--- src/rtl/mips_fetch_pkg.sv ---
// rtl/mips_fetch_pkg.sv - shared types and constants for the instruction fetch front end
package mips_fetch_pkg;

    localparam int          INSTR_W          = 32;
    localparam logic [31:0] PC_STEP          = 32'd4;
    localparam logic [31:0] RESET_PC_DEFAULT = 32'h0000_0000;

    typedef enum logic {
        S_BOOT = 1'b0,
        S_RUN  = 1'b1
    } fetch_state_t;

    typedef struct packed {
        logic [31:0]        pc;
        logic [INSTR_W-1:0] instr;
    } fetch_entry_t;

endpackage

--- src/rtl/fetch_fifo.sv ---
// rtl/fetch_fifo.sv - prefetch FIFO holding {pc, instr} pairs; flush wins over push
module fetch_fifo
    import mips_fetch_pkg::*;
#(
    parameter int DEPTH = 4,
    parameter int CNT_W = $clog2(DEPTH) + 1
) (
    input  logic             clk,
    input  logic             i_rst_n,
    input  logic             i_push,
    input  fetch_entry_t     i_push_data,
    input  logic             i_pop,
    input  logic             i_flush,
    output fetch_entry_t     o_head,
    output logic [CNT_W-1:0] o_level
);

    localparam int PTR_W = $clog2(DEPTH);

    fetch_entry_t     r_mem [DEPTH];
    logic [PTR_W-1:0] r_wr_ptr;
    logic [PTR_W-1:0] r_rd_ptr;
    logic [CNT_W-1:0] r_count;

    logic w_do_push;
    logic w_do_pop;

    assign w_do_push = i_push & ~i_flush;
    assign w_do_pop  = i_pop & ~i_flush & (r_count != '0);

    always_ff @(posedge clk or negedge i_rst_n) begin
        if (!i_rst_n) begin
            r_wr_ptr <= '0;
            r_rd_ptr <= '0;
            r_count  <= '0;
        end else if (i_flush) begin
            r_wr_ptr <= '0;
            r_rd_ptr <= '0;
            r_count  <= '0;
        end else begin
            if (w_do_push) r_wr_ptr <= r_wr_ptr + PTR_W'(1);
            if (w_do_pop)  r_rd_ptr <= r_rd_ptr + PTR_W'(1);
            r_count <= r_count + CNT_W'(w_do_push) - CNT_W'(w_do_pop);
        end
    end

    // Storage is never reset; the top masks the head whenever the FIFO is empty.
    always_ff @(posedge clk) begin
        if (w_do_push) r_mem[r_wr_ptr] <= i_push_data;
    end

    assign o_head  = r_mem[r_rd_ptr];
    assign o_level = r_count;

endmodule

--- src/rtl/inst_fetch_unit.sv ---
// rtl/inst_fetch_unit.sv - PC generation, instruction RAM request issue and prefetch buffering
module inst_fetch_unit
    import mips_fetch_pkg::*;
#(
    parameter logic [31:0] RESET_PC   = RESET_PC_DEFAULT,
    parameter int          FIFO_DEPTH = 4,
    localparam int         CNT_W      = $clog2(FIFO_DEPTH) + 1
) (
    input  logic               clk,
    input  logic               rst,
    output logic               inst_ram_ena,
    output logic [31:0]        inst_ram_addr,
    input  logic [INSTR_W-1:0] inst_ram_rdata,
    output logic               instr_valid,
    input  logic               instr_ready,
    output logic [INSTR_W-1:0] instr,
    output logic [31:0]        instr_pc,
    input  logic               redirect,
    input  logic [31:0]        redirect_pc,
    output logic [CNT_W-1:0]   fifo_level
);

    fetch_state_t r_state;
    logic [31:0]  r_fetch_pc;
    logic         r_inflight;
    logic [31:0]  r_inflight_pc;

    logic [CNT_W-1:0] w_level;
    logic [CNT_W:0]   w_credit_used;
    logic             w_issue;
    logic             w_push;
    logic             w_pop;
    logic             w_valid;
    fetch_entry_t     w_head;
    fetch_entry_t     w_push_data;

    // Occupancy plus the outstanding RAM read must leave room, so a return can always be stored.
    assign w_credit_used = {1'b0, w_level} + (CNT_W + 1)'(r_inflight);
    assign w_issue       = (r_state == S_RUN) & ~redirect
                         & (w_credit_used < (CNT_W + 1)'(FIFO_DEPTH));

    assign w_push      = r_inflight & ~redirect;
    assign w_push_data = '{pc: r_inflight_pc, instr: inst_ram_rdata};
    assign w_valid     = (w_level != '0) & ~redirect;
    assign w_pop       = w_valid & instr_ready;

    always_ff @(posedge clk or negedge rst) begin
        if (!rst) begin
            r_state       <= S_BOOT;
            r_fetch_pc    <= RESET_PC;
            r_inflight    <= 1'b0;
            r_inflight_pc <= '0;
        end else begin
            r_state    <= S_RUN;
            r_inflight <= w_issue;
            if (w_issue) r_inflight_pc <= r_fetch_pc;
            if (redirect)
                r_fetch_pc <= {redirect_pc[31:2], 2'b00};
            else if (w_issue)
                r_fetch_pc <= r_fetch_pc + PC_STEP;
        end
    end

    fetch_fifo #(
        .DEPTH (FIFO_DEPTH),
        .CNT_W (CNT_W)
    ) u_fifo (
        .clk         (clk),
        .i_rst_n     (rst),
        .i_push      (w_push),
        .i_push_data (w_push_data),
        .i_pop       (w_pop),
        .i_flush     (redirect),
        .o_head      (w_head),
        .o_level     (w_level)
    );

    assign inst_ram_ena  = w_issue;
    assign inst_ram_addr = r_fetch_pc;
    assign instr_valid   = w_valid;
    assign instr         = w_valid ? w_head.instr : '0;
    assign instr_pc      = w_valid ? w_head.pc : '0;
    assign fifo_level    = w_level;

endmodule

--- config.mk ---
export PLATFORM = sky130hd
export DESIGN_NAME = inst_fetch_unit
export DESIGN_NICKNAME = d
export VERILOG_FILES = /design/src/rtl/mips_fetch_pkg.sv /design/src/rtl/fetch_fifo.sv /design/src/rtl/inst_fetch_unit.sv
export SDC_FILE = /design/constraint.sdc
export NUM_CORES = 1
export LEC_CHECK = 0
export BUFFER_PORTS_ARGS = -buffer_cell sky130_fd_sc_hd__buf_2
export CAP_MARGIN = 5
export CORE_MARGIN = 2
export CORE_UTILIZATION = 54
export CTS_BUF_LIST = sky130_fd_sc_hd__clkbuf_2
export DETAILED_ROUTE_END_ITERATION = 16
export GPL_TIMING_DRIVEN = 0
export PLACE_DENSITY_LB_ADDON = 0.08
export SLEW_MARGIN = 20
export SYNTH_ARGS = -nofsm -noshare
export SYNTH_HDL_FRONTEND = slang
export SYNTH_SLANG_ARGS = --single-unit
--- constraint.sdc ---
create_clock -name clk -period 2.35 [get_ports clk]
set_input_delay 0.47 -clock clk [delete_from_list [all_inputs] [get_ports clk]]
set_output_delay 0.47 -clock clk [all_outputs]
set_load 0.005 [all_outputs]
; Word level (Yosys, flattened, before mapping)
; Memory sizes are Yosys's and may differ from the RTL's.
; Cells that the tools add are included.
[op_classes]
add_sub_neg = 6
n_mul = 0
div_mod_pow = 0
order_cmp = 1
n_eq_ne = 0
n_shift = 0
mux = 11
bitwise_logic = 9
n_reduce_logical = 4
[ops]
columns = op, n
row1 = 32-bit 2-to-1 mux, 4
row2 = "32-bit by 3-bit adder with 32-bit output, second input constant", 1
row3 = 1-bit bitwise AND, 8
row4 = 2-bit 2-to-1 mux, 4
row5 = 2-bit nonzero test, 3
row6 = "2-bit by 1-bit adder with 2-bit output, second input constant", 2
row7 = 3-bit by 1-bit adder with 4-bit output, 1
row8 = "4-bit by 3-bit < comparator with 1-bit output, second input constant", 1
row9 = 3-bit by 1-bit adder with 3-bit output, 1
row10 = 3-bit 2-to-1 mux, 1
row11 = 3-bit nonzero test, 1
row12 = 3-bit by 1-bit subtractor with 3-bit output, 1
row13 = 1-bit 2-to-1 mux, 2
row14 = 1-bit NOT, 1
[word_totals]
register_bits = 73
latchBits = 0
mem_bits_rw = 256
rom_bits = 0
output_inout_bits = 101
word_cells = 39
memories = 1
[mem_list]
columns = memory, words, word_bits, rd, rd_ports_with_merged_regs, wr, line_no
row1 = u_fifo.r_mem, 4, 64, 1, 0, 1, fetch_fifo.sv:20  ; fetch_entry_t r_mem [DEPTH];

; Longest topological paths before layout
; Gate-level depths: netlist (run 1).
[logic_depth]
word_depth = 7
ltp_mapped = 11
ltp_nobuf = 10

; Cells and area by module
; From an unflattened synthesis (run 1), not the netlist that was laid out.
[unflattened]
cells_unflattened = 790
hier_area_um2 = 13150.1
[by_module_without_submodules]
columns = module, instances, cells_per_inst, area_each_um2
row1 = fetch_fifo, 1, 377, 9724.3
row2 = inst_fetch_unit, 1, 413, 3425.8

; Worst setup path before layout (run 1)
; No wires, ideal clock.
[synth_path]
path_kind = input to register
startpoint = input redirect
endpoint = memory u_fifo.r_mem[0][0] in the netlist's numbering (enable)
setup_time_ns = 0.427
arrival_ns = 2.366
path_slack_ns = -0.442
path_stages = 3
n_path_buf = 1
path_cell_list = clkbuf_1 > nor2b_1 > and2_1
[synth_via]
elab_chain_cells = 5
[synth_lines]
columns = item, line_no
row1 = start: declaration, inst_fetch_unit.sv:18  ; input logic redirect,
row2 = 1-bit NOT *, "fetch_fifo.sv:28, inst_fetch_unit.sv:42"
row3 = 1-bit bitwise AND, inst_fetch_unit.sv:42  ; assign w_push = r_inflight & ~redirect;
row4 = 1-bit bitwise AND *, fetch_fifo.sv:28  ; assign w_do_push = i_push & ~i_flush;
row5 = 1-bit 2-to-1 mux *, fetch_fifo.sv:49  ; if (w_do_push) r_mem[r_wr_ptr] <= i_push_data;
row6 = 1-bit 2-to-1 mux (implied by the code) *, fetch_fifo.sv:49
row7 = end: declaration, fetch_fifo.sv:20
; Mark *: on every way between the ends. The rest lies on a longest branch, timed or not.

; Worst setup path in the final report (run 1)
[layout_path]
startpoint = register u_fifo.r_rd_ptr[0]
endpoint = output instr_pc[7]
[layout_via]
elab_chain_cells = 2
[layout_lines]
columns = item, line_no
row1 = start: declaration, fetch_fifo.sv:22  ; logic [PTR_W-1:0] r_rd_ptr;
row2 = start signal: assignment, fetch_fifo.sv:42  ; if (w_do_pop) r_rd_ptr <= r_rd_ptr + PTR_W'(1);
row3 = memory 4 x 64 bit, --
row4 = 32-bit 2-to-1 mux, inst_fetch_unit.sv:82  ; assign instr_pc = w_valid ? w_head.pc : '0;
row5 = end: declaration, inst_fetch_unit.sv:17  ; output logic [31:0] instr_pc,
; Every way passes these cells.

==> results of run 1 <==
[critical path, cell delays in order, from the launching register on]
cell and delay, ns:
dfrtp_2 0.41, buf_12 0.16, buf_12 0.16, mux4_2 0.53, and2_4 0.18, buf_6 0.10
[timing repair]
action	4_1_cts	5_1_grt
hold buffers	66	0
pin swaps	6	9
setup endpoints to repair	113	89
resized for setup	90	91
gates cloned	1	1
endpoints found under the hold margin	229	0
setup buffers	15	21
[logic make-up after synthesis]
group / after synthesis / share of synthesized area [%]
AOI/OAI and AO/OA: 32 / 1.34
adders and majority gates: 9 / 0.940
buffers and inverters: 54 / 1.78
DFF: 317 / 71.8
xor gates and xnor gates: 31 / 2.12
other: 2 / 0.0587
muxes: 99 / 14.1
and+or+nand+nor: 176 / 7.86
[metal layers]
metal / vias to the layer above / routed length [µm]
met5: - / 0
met4: 0 / 580
met3: 52 / 1730
met2: 317 / 14500
met1: 3925 / 11600
li1: 3543 / -
[where the power goes]
part	internal, µW	switching [µW]	leakage, µW	total [µW]
Sequential	6750	469	0.00307	7220
Clock	1680	2180	0.000594	3860
Combinational	2050	1400	0.00261	3450
[worst paths after layout]
kind,end,slack [ns],cells past startpoint
max,instr_pc[7],-0.47,5
min,u_fifo.r_rd_ptr[1],0.39,7
max reg2reg,u_fifo.o_level[1],0,11
min reg2reg,u_fifo.r_mem[1][48],0.51,0
max in group asynchronous,inst_ram_addr[4],0.48,4
min in group asynchronous,inst_ram_addr[10],0.54,3
[area by class of cell]
cell class                      instances  share of cell area [%]
Buffer                                 39                    2.05
Timing Repair Buffer                  271                    12.9
Sequential cell                       317                    55.5
Inverter                               10                   0.242
Tap cell                              319                    2.41
Clock buffer                          117                    3.54
Clock inverter                         34                    1.28
Multi-Input combinational cell        352                    22.0
Antenna cell                            1                  0.0151
[sequential cells by signal (all words and copies together), names as in the netlist]
name	flops
u_fifo.r_rd_ptr	2
r_inflight_pc	30
r_state	1
r_inflight	1
u_fifo.r_wr_ptr	2
u_fifo.o_level	3
u_fifo.r_mem	248
inst_ram_addr	30
[cells in the final DEF (no fill, tap or decap), drive strengths merged, types with 2 or more instances in the layout]
cell         instances
xor2                 8
nor4                16
and2                70
edfxtp             248
bufinv               3
nand4               14
xnor2               23
nor3                 2
clkbuf             140
inv                 13
nand2               32
clkinv              28
mux2i                4
mux2                33
o21ai               27
nor2                10
and4                 3
and3                 4
or4                  4
dlygate4sd3         66
ha                   8
nand3               15
dfrtp               69
buf                221
nor2b                3
conb                 5
mux4                62
[per-stage QoR]
| stage | area (µm²) | setup TNS, ns | utilization (%) | hold slack (ns) |
|---|---|---|---|---|
| 6_report | 16500 | -27.36 | 70.9 | 0.393 |
| 3_3_place_gp | 14000 | -180.89 | 60.0 | 0.486 |
| 5_1_grt | 16500 | -35.61 | 70.9 | 0.325 |
| 4_1_cts | 16000 | -33.94 | 68.6 | 0.249 |
| 2_1_floorplan | 12800 | 0 | - | 0.174 |
| 3_5_place_dp | 14200 | -22.00 | 60.7 | 0.386 |
==> results by group, run 1 <==
Die
  – Ports: about 170
  – Core ar.: between 0.02 and 0.025 mm²
  – Initial Utilization: about 55%
  – Horiz. Die Dim: approximately 160 µm
  – Chip height: 158 µm
  – # rows: between 50 and 60
  – Die area: about 0.025 mm²

Global route
  – Gr ovfl total: 0
  – Vias in the first global route: 8290
  – Met2 Usage GRT: between 30% and 40%
  – Grt peak-use layer: met2
  – First-pass GRT wire length: between 40000 and 50000 µm
  – Initial antenna violation count: 1
  – Met3 Track Usage GR: roughly 4.8%
  – Total GRT Usage: between 20% and 30%
  – M1 GR Usage: 29.6%
  – Largest net degree at the start of global routing: approximately 50

STA
  – Setup ws final: -0.474 ns
  – Peak Freq: approximately 0.35 GHz
  – RSZ-0062 raised after global routing: true
  – Max-slew headroom: between 50% and 60%
  – Fin crit period: approximately 2.8 ns
  – Final Hold Viols: 0
  – Worst Tran Pin Value: slightly below 0.7 ns
  – Clock Skew: 0.0420 ns
  – Crit share post-route: 120%
  – Final setup viols: 64
  – Slew Viols, Final: 0

Status
  – Outcome: complete, but fails checks
  – Failing checks: negative setup slack

Synth
  – Sequential share of the synthesized area: between 70% and 80%
  – Flops & latches, synth: approximately 320
  – Leading area contributor after synthesis: edfxtp_1
  – Mean Syn Cell Area: about 18 µm²
  – Cell variety after synth: 39
  – Number of synthesized flops with an enable pin: ~250
  – Most common cell in the netlist: edfxtp_1
  – Mapped Cells: just over 700
  – Warnings, synthesis: 0
  – Most instantiated cells after synthesis: 248 x edfxtp_1, 69 x and2_1, 69 x dfrtp_1, 62 x mux4_2, 33 x mux2_2
  – Dominant cells by area after synthesis: edfxtp_1 58%, dfrtp_1 14%, mux4_2 11%
  – Main flop type after synthesis: edfxtp_1
  – Synthesized cell area: 0.0128 mm²
  – Top cell type's share of synthesized area: just under 60%
  – Share of synthesized flip-flops with an asynchronous set or reset: 21.8%

Worst setup path
  – CP arrival: 2.35 ns
  – CP Max Fanout: 10
  – Setup crit start kind: flop
  – Crit. Startpoint: u_fifo.r_rd_ptr[0]
  – Data required, critical path: 1.88 ns
  – Launch point of the worst reg-to-reg path: u_fifo.o_level[1]
  – Setup CP Type: reg2out
  – Critical Path Sink Type: output port

Clocking
  – Maximum clock path buffer count: 3
  – Worst-path clk slew: around 0.1 ns
  – Clk root buf: clkbuf_2
  – Clock sinks: ~320
  – CTS buffer count: between 80 and 90
  – Clock Latency Late Sink: between 0.8 and 0.9 ns
  – CTS tree: yes
  – H-tree levels: 3

Layout
  – Reg area: between 0.009 and 0.01 mm²
  – Layout Nets: roughly 1.1k
  – Layout cells sized above 1: roughly 47%
  – Fillers: ~1.6k
  – Synth-to-layout area growth: 29.4%
  – Footprint of the multi-input gates: roughly 0.0036 mm²
  – Finished Layout Cells: about 1.5k

Place
  – I/O Buffers: between 150 and 200
  – DP HPWL: about 17000 µm
  – DP Worst Slack: -0.385 ns
  – Placed cell count: ~1.2k
  – GP Congestion: around 0.9

Power
  – VDD IR max: ~0.46 mV
  – LEAKAGE: 0.00628 µW
  – Pwr/cell area: 878 mW/mm²
  – Total power: about 15000 µW

Drt
  – Initial drt markers: just over 500
  – DRT Wirelength: about 28000 µm
  – Vias/cell: around 5.4
  – Vias: between 7k and 8k
  – Antenna Nets Post-Route: 0
  – Per-cell routed wire length: around 19 µm
  – First-pass DRT Iterations: 6
  – DRC: 0

Hold path
  – Hold wc startpoint: redirect
  – Hold Crit Class: in2reg

Run
  – Max-Cap Viols: 0
No activity file was read; power rests on OpenSTA's default activity.
==> inputs of run 2 (changes only) <==
GPL_TIMING_DRIVEN = unset   (was 0)
==> run 2 against run 1 <==
The flow still finishes with violations (negative setup slack). Flip-flop and latch count stayed put. Final cell count is 1.1% lower. Worst setup slack worse by 0.024 ns. Sequential power hardly changed. First-iteration DRC count is 12% lower. Critical path depth stayed put. Fmax is 0.83% lower. Final area is 0.88% higher. Utilization is 0.62 points higher.
==> results by group, run 2 (synthesis results as in run 1) <==
Status
  – Outcome: complete, but fails checks
  – Failing checks: negative setup slack

Clocking
  – Clock sinks: 317 (unchanged)
  – H-tree levels: 3 (unchanged)
  – Worst-path clk slew: 0.11 ns (about the same)
  – CTS buffer count: 78 (-3.7%)
  – Clock Latency Late Sink: 0.82 ns (about the same)
  – CTS tree: yes
  – Maximum clock path buffer count: 3 (unchanged)
  – Clk root buf: clkbuf_2

STA
  – Peak Freq: 0.351 GHz (-0.83%)
  – Final Hold Viols: 0 (unchanged)
  – Max-slew headroom: 59.3% (+4.2 points)
  – Fin crit period: 2.85 ns (+0.0236 ns)
  – Slew Viols, Final: 0 (unchanged)
  – Clock Skew: 0.0585 ns (+0.0165 ns)
  – Crit share post-route: 121% (+1.0 points)
  – RSZ-0062 raised after global routing: true
  – Worst Tran Pin Value: 0.611 ns (-0.0634 ns)
  – Setup ws final: -0.498 ns (-0.0236 ns)
  – Final setup viols: 65 (+1.6%)

Place
  – Placed cell count: 1208 (-0.083%)
  – I/O Buffers: 162 (unchanged)
  – DP Worst Slack: 0.0958 ns (+0.480 ns)
  – GP Congestion: 0.894 (+2.2%)
  – DP HPWL: 16700 µm (-0.71%)

Layout
  – Fillers: 1511 (-4.0%)
  – Number of flip-flops in the largest register: 248 (unchanged)
  – Layout Nets: 1138 (-0.96%)
  – Layout cells sized above 1: 46.0% (-0.85 points)
  – Synth-to-layout area growth: 30.6%
  – Most frequent cells in the layout: 248 x edfxtp_1, 122 x buf_2, 116 x clkbuf_2, 67 x dfrtp_1, 64 x dlygate4sd3_1
  – Commonest non-fill, non-tap cell in the layout: edfxtp_1
  – Largest register by flop count: u_fifo.r_mem
  – Final Core Density: 71.6% (+0.62 points)
  – Finished Layout Cells: 1444 (-1.1%)

Drt
  – DRC: 0 (unchanged)
  – Per-cell routed wire length: 19.7 µm (+1.6%)
  – First-pass DRT Iterations: 5 (-1)
  – Antenna Nets Post-Route: 0 (unchanged)
  – Initial drt markers: 449 (-12%)
  – DRT Wirelength: 28500 µm (+0.53%)
  – Vias: 7750 (-1.1%)
  – Vias/cell: 5.37 (about the same)

Power
  – LEAKAGE: 0.00634 µW (+1.0%)
  – Total power: 14700 µW (+1.3%)
  – Pwr/cell area: 882 mW/mm² (+0.46%)
  – VDD IR max: 0.422 mV (-8.2%)

Worst setup path
  – CP Max Fanout: 5 (-5)
  – Critical Path Sink Type: output port
  – CP max stage cell: mux4_2
  – Data required, critical path: 1.88 ns (about the same)
  – Worst path max stage delay: 0.52 ns (about the same)
  – Launch point of the worst reg-to-reg path: u_fifo.o_level[1]
  – Critical path cell sequence: buf_4 > buf_12 > mux4_2 > and2_4 > buf_2
  – Kind of cell adding the most delay to the critical path: multiplexers
  – Worst Path Buf+Inv: 3 (unchanged)
  – CP arrival: 2.38 ns (+0.03 ns)
  – Crit. Startpoint: u_fifo.r_rd_ptr[0]
  – Setup CP Type: reg2out
  – Setup crit start kind: flop

Run
  – Max-Cap Viols: 0 (unchanged)

Die
  – Chip height: 158 µm (unchanged)
  – # rows: 56 (unchanged)
  – Core ar.: 0.0233 mm² (unchanged)
  – Initial Utilization: 54.8% (unchanged)
  – Ports: 169 (unchanged)
  – Die area: 0.0249 mm² (unchanged)
  – Horiz. Die Dim: 158 µm (unchanged)

Global route
  – Vias in the first global route: 8123 (-2.0%)
  – First-pass GRT wire length: 43500 µm (+0.54%)
  – Initial antenna violation count: 1 (unchanged)
  – Largest net degree at the start of global routing: 56 (+14%)
  – Total GRT Usage: 23.2% (+0.23 points)
  – Gr ovfl total: 0 (unchanged)

Hold path
  – Hold Crit Class: in2reg
  – Hold wc startpoint: redirect
-- run 2: cell count changes in the layout (fill, tap and decap cells not counted), moves of 5 or more --
cell      before  now
and2_1        35   24
buf_12         5   19
clkbuf_4       6    0
clkbuf_1       9    0
dfrtp_1       54   67
buf_6         37   49
and2_4        34   45
buf_2        134  122
dfrtp_2       15    1
clkbuf_2     121  116
-- run 2: worst min-delay path, stage by stage --
cell and delay [ns]:
buf_2 0.14, buf_4 0.20, nor2_1 0.05
-- run 2: layer usage --
metal,global-route usage [%],up-vias,wire length [µm]
li1,-,3508,-
met1,30.8,3913,12000
met2,38.3,285,14200
met3,5.01,44,1720
met4,8.10,0,557
met5,0,-,0
-- run 2: layout make-up --
class	instances	area, µm²	area share [%]
Clock inverter	28	159	0.952
Inverter	10	37.5	0.225
Tap cell	319	399	2.39
Sequential cell	317	9180	55.0
Timing Repair Buffer	302	2750	16.5
Clock buffer	115	576	3.45
Multi-Input combinational cell	352	3590	21.5
Antenna cell	1	2.50	0.0150
-- run 2: path summary, 6_finish.rpt --
| kind | to | slack [ns] | depth (start not counted) |
|---|---|---|---|
| hold / removal | u_fifo.o_level[1] | 0.12 | 3 |
| hold reg to reg | u_fifo.r_mem[2][48] | 0.51 | 0 |
| max in group asynchronous | r_inflight_pc[8] | 1.53 | 3 |
| setup / recovery | instr_pc[18] | -0.50 | 5 |
| setup reg to reg | inst_ram_addr[21] | -0.03 | 9 |
| min in group asynchronous | r_inflight_pc[15] | 0.19 | 2 |
-- run 2: report_power, final --
part	switching, µW	total [µW]	leakage [µW]	internal (µW)
registers	465	7210	0.00308	6740
clock network	2130	3650	0.000552	1530
logic	1520	3860	0.00271	2340
total	4110	14700	0.00634	10600
-- run 2: per-stage QoR --
step           cell area, µm²  hold slack (ns)  TNS [ns]
2_1_floorplan           12800            0.174         0
3_3_place_gp            14400            0.490         0
3_5_place_dp            14400            0.504         0
4_1_cts                 16400           0.0575    -32.30
5_1_grt                 16700           0.0779    -35.04
6_report                16700            0.121    -27.95
-- run 2: timing repair --
item,in CTS,in global routing
pin swaps,28,19
hold buffers,64,0
resized for setup,71,51
setup endpoints to repair,64,67
buffers inserted,14,7
cloned,8,2
hold endpoints to repair,182,0
==> inputs of run 3 (changes only) <==
SKIP_LAST_GASP = 1   (was unset)
==> run 3 against run 2 <==
The flow still finishes with violations (negative setup slack). Clock power barely moved. Clock-buffer cell count did not move. Sequential power barely moved. First-iteration DRC count fell by 11%. Register-to-register slack got worse by 0.07 ns. Sequential share of layout area fell by 0.23 points. Utilization rose by 0.31 points. Total power rose by 0.47%. Worst setup slack improved by 0.012 ns. Global-route usage fell by 0.13 points. Fmax rose by 0.41%. Via count barely moved. Critical endpoint is now instr_pc[15]. Highest routed layer unchanged.
==> results by group, run 3 (synthesis results as in run 1) <==
Global route
  – Initial antenna violation count: 2 (+1)
  – Vias in the first global route: 8141 (+0.22%)
  – First-pass GRT wire length: 43300 µm (-0.46%)
  – Gr ovfl total: 0 (unchanged)
  – Total GRT Usage: 23.0% (-0.13 points)
  – Largest net degree at the start of global routing: 56 (unchanged)

Worst setup path
  – Worst R2R End: inst_ram_addr[21]
  – Setup CP Type: reg2out
  – Setup crit start kind: flop
  – CP Max Fanout: 7 (+2)
  – Critical path cell sequence: buf_6 > buf_16 > mux4_2 > and2_4 > buf_6
  – Critical Path Sink Type: output port
  – Most frequent CP cell: buf_6
  – CP max stage cell: mux4_2
  – CP arrival: 2.37 ns (about the same)
  – Worst path max stage delay: 0.54 ns (+0.02 ns)
  – Data required, critical path: 1.88 ns (about the same)
  – R2R setup slack: -0.10 ns (-0.07 ns)
  – Launch point of the worst reg-to-reg path: u_fifo.o_level[1]
  – R2R cell count: 10 (+1)

Place
  – I/O Buffers: 162 (unchanged)
  – Post-DP Area: 0.0144 mm² (unchanged)
  – GP Congestion: 0.894 (unchanged)
  – Placed cell count: 1208 (unchanged)
  – DP HPWL: 16700 µm (unchanged)

Layout
  – Commonest non-fill, non-tap cell in the layout: edfxtp_1
  – Number of flip-flops in the largest register: 248 (unchanged)
  – Finished Layout Cells: 1445 (+0.069%)
  – Fillers: 1510 (-0.066%)
  – Most frequent cells in the layout: 248 x edfxtp_1, 115 x clkbuf_2, 114 x buf_2, 67 x dfrtp_1, 64 x dlygate4sd3_1
  – Synth-to-layout area growth: 31.1%
  – Final Instance Area: 0.0168 mm² (+0.43%)
  – Layout Nets: 1139 (+0.088%)
  – Largest register by flop count: u_fifo.r_mem
  – Layout cells sized above 1: 46.4% (+0.40 points)

Power
  – Share of power burned in registers: 48.8% (-0.2 points)
  – Pint: 10700 µW (+0.52%)
  – Clock power frac: 24.7% (about the same)
  – Sw Share: 27.9% (-0.036 points)
  – Sw power: 4130 µW (+0.34%)
  – Power share of the combinational group: 26.5% (+0.3 points)
  – Pwr/cell area: 882 mW/mm² (about the same)
  – LEAKAGE: 0.00637 µW (+0.47%)
  – VDD IR max: 0.420 mV (-0.57%)

Status
  – Failing checks: negative setup slack
  – Outcome: complete, but fails checks

STA
  – Fin crit period: 2.84 ns (-0.0117 ns)
  – Worst Tran Pin Value: 0.599 ns (-0.0112 ns)
  – Crit share post-route: 121% (-0.50 points)
  – Slew Viols, Final: 0 (unchanged)
  – Max-slew headroom: 60.0% (+0.75 points)
  – Setup TNS: -28.14 ns (-0.196 ns)
  – Setup ws final: -0.486 ns (+0.0117 ns)
  – Final Hold Viols: 0 (unchanged)
  – Peak Freq: 0.353 GHz (+0.41%)
  – Final setup viols: 72 (+11%)
  – Clock Skew: 0.0497 ns (-0.00874 ns)
  – RSZ-0062 raised after global routing: true

Drt
  – Initial drt markers: 400 (-11%)
  – DRT Wirelength: 28600 µm (+0.39%)
  – Vias: 7751 (+0.013%)
  – Vias/cell: 5.36 (about the same)
  – Antenna Nets Post-Route: 0 (unchanged)
  – DRC: 0 (unchanged)
  – First-pass DRT Iterations: 5 (unchanged)
  – Per-cell routed wire length: 19.8 µm (+0.32%)

Clocking
  – CTS buffer count: 78 (unchanged)
  – Clock sinks: 317 (unchanged)
  – H-tree levels: 3 (unchanged)
  – Worst-path clk slew: 0.10 ns (about the same)
  – Clk root buf: clkbuf_2
  – Clock Latency Late Sink: 0.82 ns (about the same)
  – CTS tree: yes
  – Maximum clock path buffer count: 3 (unchanged)

Die
  – Horiz. Die Dim: 158 µm (unchanged)
  – Initial Utilization: 54.8% (unchanged)
  – Ports: 169 (unchanged)
  – # rows: 56 (unchanged)
  – Core ar.: 0.0233 mm² (unchanged)
  – Die area: 0.0249 mm² (unchanged)
  – Chip height: 158 µm (unchanged)

Run
  – Max-Cap Viols: 0 (unchanged)

Hold path
  – Hold wc startpoint: redirect
  – Worst hold endpoint: u_fifo.o_level[1]
  – WHS Path Cells: 3 (unchanged)
  – Hold Crit Class: in2reg
==> run 3: cell count changes in the layout (fill, tap and decap cells not counted), moves of 3 or more <==
cell    before  now
and2_1      24   16
and2_4      45   53
buf_2      122  114
buf_6       49   57
nor4_1      13   16
nor4_2       3    0
==> run 3: power by group through the flow <==
| stage | combinational (µW) | clock (µW) | sequential [µW] |
|---|---|---|---|
| 6_report | 3930 | 3650 | 7210 |
| 5_1_grt | 4210 | 4030 | 7280 |
| 4_1_cts | 3500 | 3760 | 7200 |
| 3_5_place_dp | 2700 | 0 | 7330 |
| 3_3_place_gp | 2640 | 0 | 7260 |
| 2_1_floorplan | 1690 | 0 | 7160 |
==> run 3: how the worst max path moves through the flow <==
stage	from	to	slack (ns)	cells after the start
global placement	inst_ram_addr[2]	inst_ram_addr[21]	0.17	5
floorplan	u_fifo.o_level[1]	u_fifo.o_level[2]	0.12	11
detailed placement	u_fifo.o_level[1]	inst_ram_addr[21]	0.1	7
CTS	u_fifo.r_rd_ptr[0]	instr_pc[18]	-0.57	5
global route	u_fifo.r_rd_ptr[0]	instr_pc[15]	-0.57	5
finish	u_fifo.r_rd_ptr[0]	instr_pc[15]	-0.49	5
==> run 3: area by class of cell <==
class | instances | area [µm²] | area share [%]
clock inverters | 28 | 159 | 0.948
flip-flops and latches | 317 | 9180 | 54.7
clock buffers | 115 | 576 | 3.43
repair buffers | 303 | 2820 | 16.8
inverters | 10 | 37.5 | 0.224
diodes | 1 | 2.50 | 0.0149
well taps | 319 | 399 | 2.38
multi-input cells | 352 | 3590 | 21.4
==> run 3: critical path: cells and delay by family (launching register included) <==
family,cells,cell delay (ns)
flops,1,0.48
simple gates,1,0.16
mux,1,0.54
buf+inv,3,0.40
==> run 3: through the flow <==
stage	utilization [%]	worst slack (ns)	power [µW]	hold WS, ns
after floorplan	-	0.122	8840	0.174
after global routing	71.9	-0.573	15500	0.0754
final	71.9	-0.486	14800	0.121
after CTS	69.8	-0.568	14500	0.0575
after global placement	61.9	0.169	9910	0.490
after detailed placement	61.9	0.0958	10000	0.504
==> run 3: timing repair <==
action / CTS / global route
endpoints found under the setup margin: 64 / 67
buffers inserted: 14 / 8
pin swaps: 5 / 44
gates cloned: 8 / 3
hold buffers: 64 / 0
gates resized for setup: 47 / 88
hold endpoints to repair: 182 / 0
==> run 3: layer usage <==
metal  global-route usage, %  wire length, µm
met5                       0                0
met4                    8.44              478
met3                    5.20             1730
met2                    37.8            14300
met1                    30.6            12100
